[src/rtl/aes_dec_pkg.sv]
// Shared definitions for the AES-256 decryption datapath: FSM state type,
// block size, and helpers for byte addressing and lane-count validation.
package aes_dec_pkg;

    typedef enum logic [1:0] {
        IDLE = 2'd0,
        BUSY = 2'd1,
        DONE = 2'd2
    } state_e;

    localparam int unsigned AES_BYTES = 16;

    // Byte 0 is the most significant byte of the 128-bit state.
    function automatic logic [7:0] byte_of(input logic [127:0] s, input int unsigned k);
        return s[127-8*k -: 8];
    endfunction

    function automatic bit lanes_legal(input int unsigned n);
        return (n == 1) || (n == 2) || (n == 4) || (n == 8) || (n == 16);
    endfunction

endpackage

[src/rtl/InverseSbox.sv]
// AES inverse S-box: inverse affine transform followed by GF(2^8) inversion.
module InverseSbox (
    input  logic [7:0] a,
    output logic [7:0] c
);

    function automatic logic [7:0] gf_mul(input logic [7:0] x, input logic [7:0] y);
        logic [7:0] p;
        logic [7:0] t;
        p = '0;
        t = x;
        for (int unsigned i = 0; i < 8; i++) begin
            if (y[i]) p = p ^ t;
            t = {t[6:0], 1'b0} ^ (t[7] ? 8'h1b : 8'h00);
        end
        return p;
    endfunction

    // x^254 = x^2 * x^4 * ... * x^128; maps 0 to 0 as AES requires.
    function automatic logic [7:0] gf_inv(input logic [7:0] x);
        logic [7:0] sq;
        logic [7:0] r;
        sq = x;
        r  = 8'h01;
        for (int unsigned i = 1; i < 8; i++) begin
            sq = gf_mul(sq, sq);
            r  = gf_mul(r, sq);
        end
        return r;
    endfunction

    logic [7:0] aff;

    always_comb begin
        aff = {a[6:0], a[7]} ^ {a[4:0], a[7:5]} ^ {a[1:0], a[7:2]} ^ 8'h05;
        c   = gf_inv(aff);
    end

endmodule

[src/rtl/inv_sub_bytes_seq.sv]
// Iterative InvSubBytes: substitutes a 128-bit state LANES bytes per cycle
// through shared inverse S-boxes, with valid/ready on both sides.
module inv_sub_bytes_seq
    import aes_dec_pkg::*;
#(
    parameter int unsigned LANES = 4
) (
    input  logic         clk,
    input  logic         rst,
    input  logic         in_valid,
    output logic         in_ready,
    input  logic [127:0] in_state,
    output logic         out_valid,
    input  logic         out_ready,
    output logic [127:0] out_state,
    output logic         busy
);

    localparam int unsigned GROUPS = AES_BYTES / LANES;
    localparam int unsigned GW     = (GROUPS > 1) ? $clog2(GROUPS) : 1;

    if (!lanes_legal(LANES)) begin : g_bad_lanes
        $error("inv_sub_bytes_seq: LANES must be 1, 2, 4, 8 or 16");
    end

    state_e         state_q;
    logic [GW-1:0]  grp_q;
    logic [127:0]   work_q;
    logic [127:0]   work_d;
    logic           in_ready_q;
    logic           out_valid_q;
    logic [127:0]   out_state_q;
    logic           busy_q;

    logic [7:0] lane_in  [LANES];
    logic [7:0] lane_out [LANES];

    always_comb begin
        for (int unsigned l = 0; l < LANES; l++) begin
            lane_in[l] = byte_of(work_q, 32'(grp_q) * LANES + l);
        end
    end

    for (genvar g = 0; g < int'(LANES); g++) begin : g_lane
        InverseSbox u_sbox (
            .a (lane_in[g]),
            .c (lane_out[g])
        );
    end

    always_comb begin
        work_d = work_q;
        for (int unsigned l = 0; l < LANES; l++) begin
            work_d[127-8*(32'(grp_q) * LANES + l) -: 8] = lane_out[l];
        end
    end

    // Outputs are registered alongside the state so that nothing downstream
    // sees a combinational path from the handshake inputs.
    always_ff @(posedge clk) begin
        if (rst) begin
            state_q     <= IDLE;
            grp_q       <= '0;
            work_q      <= '0;
            in_ready_q  <= 1'b1;
            out_valid_q <= 1'b0;
            out_state_q <= '0;
            busy_q      <= 1'b0;
        end else begin
            case (state_q)
                IDLE: begin
                    if (in_valid && in_ready_q) begin
                        work_q     <= in_state;
                        grp_q      <= '0;
                        state_q    <= BUSY;
                        in_ready_q <= 1'b0;
                        busy_q     <= 1'b1;
                    end
                end
                BUSY: begin
                    work_q <= work_d;
                    if (grp_q == GW'(GROUPS - 1)) begin
                        grp_q       <= '0;
                        state_q     <= DONE;
                        out_valid_q <= 1'b1;
                        out_state_q <= work_d;
                    end else begin
                        grp_q <= grp_q + GW'(1);
                    end
                end
                DONE: begin
                    if (out_ready) begin
                        state_q     <= IDLE;
                        out_valid_q <= 1'b0;
                        out_state_q <= '0;
                        in_ready_q  <= 1'b1;
                        busy_q      <= 1'b0;
                    end
                end
                default: begin
                    state_q <= IDLE;
                end
            endcase
        end
    end

    assign in_ready  = in_ready_q;
    assign out_valid = out_valid_q;
    assign out_state = out_state_q;
    assign busy      = busy_q;

endmodule

[config.mk]
export PLATFORM = sky130hd
export DESIGN_NAME = inv_sub_bytes_seq
export DESIGN_NICKNAME = d
export VERILOG_FILES = /design/src/rtl/aes_dec_pkg.sv /design/src/rtl/InverseSbox.sv /design/src/rtl/inv_sub_bytes_seq.sv
export SDC_FILE = /design/constraint.sdc
export NUM_CORES = 2
export LEC_CHECK = 0
export CAP_MARGIN = 10
export CORE_MARGIN = 10
export CORE_UTILIZATION = 35
export DETAILED_ROUTE_END_ITERATION = 12
export PLACE_DENSITY_LB_ADDON = 0.12
export SYNTH_ARGS = -nofsm -noshare
export SYNTH_HDL_FRONTEND = slang
export SYNTH_HIERARCHICAL = 1
export SYNTH_SLANG_ARGS = --single-unit
export TNS_END_PERCENT = 50
[constraint.sdc]
create_clock -name clk -period 23.6 [get_ports clk]
set_clock_uncertainty 0.2 [all_clocks]
set_input_delay 4.72 -clock clk [delete_from_list [all_inputs] [get_ports clk]]
set_output_delay 4.72 -clock clk [all_outputs]
set_load 0.005 [all_outputs]
# Yosys cells after proc, flatten, opt, wreduce, memory -nomap -nowiden
# Index checks and enable logic that the tools add are counted.
# totals
in_bits,132
output_inout_bits,131
word_cells,1650
ff_bits,263
# op_classes
mux,836
n_addsub,12
eq_ne,6
n_reduce_logical,9
n_bitwise,768
shifts,12
# op_table
op,count
bitwise XOR 8 bit,736
2-to-1 mux 8 bit,420
2-to-1 mux 5 bit,368
variable shift 8 x 34 -> 135 bit (first input constant),4
indexed part select 135 x 33 -> 8 bit,4
indexed part select 8 x 34 -> 135 bit,4
bitwise mux 128 bit,4
one-hot mux 128 bit (2 select lines),2
2-to-1 mux 128 bit,3
negator 32 -> 34 bit,4
2-to-1 mux 7 bit,4
inverter 1 bit (first input constant),28
subtractor 7 x 8 -> 9 bit (first input constant),3
2-to-1 mux 6 bit,4
2-to-1 mux 2 bit,9
2-to-1 mux 4 bit,4
2-to-1 mux 3 bit,4
adder 4 x 2 -> 5 bit (second input constant),2
2-to-1 mux 1 bit,9
AND reduction 3 bit,3
inverter 2 bit,4
subtractor 7 x 7 -> 8 bit (first input constant),1
inequality test 2 bit (second input constant),3
one-hot mux 1 bit (2 select lines),3
other kinds (10),13

# Logic depth before layout (Yosys ltp)
# logic_depth
depth_word,138
depth_mapped,75
mapped_depth_nobuf,60

# Modules after synthesis
# Netlist, hierarchy kept.
# modules_own_cells
module,area_each_um2,cells_per_inst,n_inst,seq_area_each_um2
InverseSbox,15462.3,2149,4,0.0
inv_sub_bytes_seq,12871.1,1336,1,5265.0

# Least setup slack after synthesis
# No wires, ideal clock.
# synth_path
path_type,register -> register
from,register grp_q[1]
to,register work_q[92]
setup_ps,122
path_slack_ps,6646
arrival_ps,16633
path_buffers,16
period_less_slack_ps,16954
required_time_ps,23278
stages_incl_launch_ff,73
path_cell_list,dfxtp_1 > buf_2 > buf_2 > buf_4 > mux4_2 > buf_4 > xor3_1 > buf_2 > ha_1 > buf_2 > xnor2_2 > a21bo_2 > a311oi_2 > xor2_2 > inv_2 > buf_2 > buf_1 > ha_1 > [37 not listed] > a21boi_0 > or4_1 > nor3_2 > nor2_1 > a2111oi_0 > and3_1 > o21bai_1 > a31o_2 > a21o_1 > and3_1 > clkbuf_1 > nor2_1 > a2111o_1 > o2111ai_1 > xnor2_1 > and4b_1 > o21ba_1 > a221o_1
# synth_rtl
item,line,text
from (decl),inv_sub_bytes_seq.sv:27,logic [GW-1:0] grp_q;
from (signal assigned),inv_sub_bytes_seq.sv:88,grp_q <= grp_q + GW'(1);
to (signal assigned),inv_sub_bytes_seq.sv:73,work_q <= in_state;
to (signal assigned),inv_sub_bytes_seq.sv:81,work_q <= work_d;
to (decl),inv_sub_bytes_seq.sv:28,logic [127:0] work_q;

==> impl_metrics.csv <==
group,metric,value,unit
status,status,"complete, no violations",
clocking,cts_made_buffers,35,
synthesis,synth_seq_cells,263,
layout,nNetsFinal,9933,
timing,finalSetupTns,0,ns
layout,regArea,5270,µm²
drt,avgViaCountPerCell,5.77,
global_routing,grt_use_total,0.231,
die,rows,169,
die,dieArea,232000,µm²
die,ios,263,
synthesis,synthTopCellsByArea,"xnor2_1, dfxtp_1, xnor3_1",
synthesis,synth.largest_area_cell,"xnor2_1",
worst_setup_path,crit_path_max_incr_delay,0.97,ns
clocking,clk_pin_slew_worst_paths,0.07,ns
synthesis,synth_area,74700,µm²
clocking,htree_num_levels,2,
synthesis,avgSynthCellArea,7.52,µm²
worst_setup_path,crit_type,"reg -> reg",
synthesis,async_flop_share,0,
placed_design,numPortBuffers,262,
timing,fmax,46.7,MHz
placed_design,hpwl,205,mm
worst_hold_path,min_path_cells,2,
synthesis,seq_area_frac_synth,0.0705,
worst_setup_path,required,23.92,ns
drt,drtIter0Drc,5806,
drt,routed_wl,283,mm
timing,slew_violations,0,
layout,nFillCells,22000,
flow_run,maxCapViolCount,0,
worst_setup_path,worst_setup_path_start_kind,"flip-flop",
worst_setup_path,crit_arrival,21.71,ns
die,initial_core_util,0.352,
global_routing,grt_max_degree,169,
layout,drive_above_1_share,0.0971,
timing,setup_viol,0,
drt,drcViolationCount,0,
global_routing,antenna_found_initial,13,
synthesis,synthesis.nets,10100,
global_routing,grt_pass1_wl,432,mm
worst_hold_path,holdPathEnd,"out_state[126]",
worst_setup_path,r2r_cells,61,
clocking,worstSkewPairLatency,0.63,ns
clocking,tritoncts,"yes",
worst_setup_path,r2r_setup_slack,2.21,ns
clocking,ctsResizeCount,0,
timing,rsz0062_at_grt,"false",
worst_setup_path,cp-end-kind,"flip-flop",
clocking,post_cts_buffers,0,
global_routing,grt_pass1_vias,69300,
synthesis,synth-warning-count,6,
timing,relSlewSlack,0.148,
clocking,ctsHoldBuffers,0,
drt,wl_per_cell,22.4,µm
die,die_w,482,µm
timing,fin_crit,21.39,ns
timing,hold_viol_final,0,
timing,post-route-period-util,0.906,
die,coreArea,212000,µm²
worst_hold_path,hold_start,"out_state[126]",
layout,area_growth,9.11,%
worst_setup_path,rr_endpoint,"out_state[112]",
synthesis,yosys_most_used_dff,"dfxtp_1",
placed_design,gp_congestion,0.909,
clocking,clock_sinks,263,
worst_setup_path,cpMostUsedCell,"o21ai_0",
drt,via_count,72900,
layout,multiInputGateArea,66200,µm²
synthesis,synth-edff-count,0,
clocking,clk_path_buf_depth,3,
clocking,clockRootBuffer,"clkbuf_16",
worst_setup_path,cp_max_fo,45,
global_routing,gr-total-overflow,0,
synthesis,syn_inst,9932,
worst_setup_path,timing.rr.start,"grp_q[0]",
timing,tightest_slew,1.27,ns
drt,ant_nets,0,
drt,dr.pass1.iters,6,
synthesis,synth_top_area_share,0.183,
synthesis,synth.distinct_cells,103,
die,die_y,482,µm
worst_hold_path,min_path_type,"reg -> reg",
worst_setup_path,cp_slowest_cell,"xnor2_1",
[placed cells by master, fill, tap and decap left out, drive strengths merged, types with 59 or more instances in the layout]
cell | netlist | layout
a211oi | 84 | 84
a21o | 88 | 88
a21oi | 650 | 650
a221o | 107 | 107
a31oi | 85 | 85
and2 | 92 | 92
buf | 328 | 312
clkdlybuf4s50 | 0 | 261
dfxtp | 263 | 263
inv | 100 | 105
mux2 | 92 | 92
mux2i | 168 | 168
nand2 | 883 | 883
nand2b | 114 | 114
nand3 | 469 | 469
nor2 | 1257 | 1257
nor2b | 92 | 92
nor3 | 264 | 264
o211ai | 88 | 88
o21ai | 378 | 378
o21ba | 59 | 59
o22ai | 120 | 120
or3 | 64 | 64
xnor2 | 1740 | 1740
xnor3 | 252 | 252
xor2 | 540 | 540
xor3 | 60 | 60
[synth_stat cells (92+ instances only)]
cell type,instances
o22ai_1,120
xnor2_1,1560
xnor3_1,232
nand3_1,461
nand2b_1,114
a21oi_1,642
clkbuf_1,446
nor2b_1,92
nor3_1,258
xnor2_2,140
a221o_1,107
o21ai_0,354
buf_2,196
nand2_1,883
mux2_2,92
xor2_1,504
nor2_1,1253
dfxtp_1,263
mux2i_1,168
[area by class of cell]
class,instances,share of cell area
Inverter,112,0.00516
Timing Repair Buffer,573,0.0610
Multi-Input combinational cell,8783,0.812
Sequential cell,263,0.0647
Tap cell,2821,0.0433
Clock buffer,47,0.0119
Clock inverter,15,0.00189
Antenna cell,11,0.000338
[stage by stage]
| stage | instances | setup slack (ns) | hold slack [ns] | utilization | cell area, µm² |
|---|---|---|---|---|---|
| floorplan | 9932 | 6.65 | 0.234 | - | 74700 |
| global placement | 12600 | 2.66 | 0.256 | 0.379 | 80400 |
| detailed placement | 12600 | 2.43 | 0.258 | 0.379 | 80400 |
| CTS | 12600 | 2.41 | 0.263 | 0.384 | 81500 |
| global route | 12600 | 0.516 | 0.287 | 0.384 | 81500 |
| finish | 12600 | 2.21 | 0.264 | 0.384 | 81500 |
[state kept, by name, summed over array words and instances, names as in the netlist]
signal and count:
busy 1, in_ready 1, state_q 2, grp_q 2, out_state 128, work_q 128
out_valid 1
[worst max-delay path, delay by kind of cell, from the launching register on]
kind / cells / cell delay (ns)
AO/OA/AOI/OAI: 20 / 5.33
XOR/XNOR: 12 / 5.09
adder cells (fa/ha/maj): 3 / 1.30
buffers and inverters: 7 / 2.46
flip-flops: 1 / 0.55
multiplexers: 1 / 0.62
AND/OR/NAND/NOR: 18 / 5.64
[how the worst max path moves through the flow]
stage	end	cells past startpoint	slack [ns]	startpoint
finish	out_state[112]	61	2.21	grp_q[0]
global route	out_state[112]	61	0.52	grp_q[0]
CTS	out_state[112]	61	2.41	grp_q[0]
detailed placement	out_state[119]	62	2.43	grp_q[0]
global placement	out_state[116]	62	2.66	grp_q[0]
floorplan	work_q[92]	72	6.65	grp_q[1]
[metal layers]
layer,vias up,share of wire,track usage
li1,34700,-,-
met2,2271,0.47,0.388
met1,35500,0.43,0.299
met3,399,0.047,0.0168
met5,-,0,0
met4,0,0.050,0.111
[cell families after synthesis]
| kind of cell | after synthesis | synth area share |
|---|---|---|
| muxes | 296 | 0.0472 |
| and+or+nand+nor | 3627 | 0.228 |
| adders and majority gates | 33 | 0.00553 |
| xor gates and xnor gates | 2592 | 0.393 |
| DFF | 263 | 0.0705 |
| buffers and inverters | 886 | 0.0514 |
| AOI/OAI and AO/OA | 2235 | 0.205 |
Power is left out: the tool's default activity adds up to more than one toggle a clock period on the data nets, which glitch-free logic cannot reach.
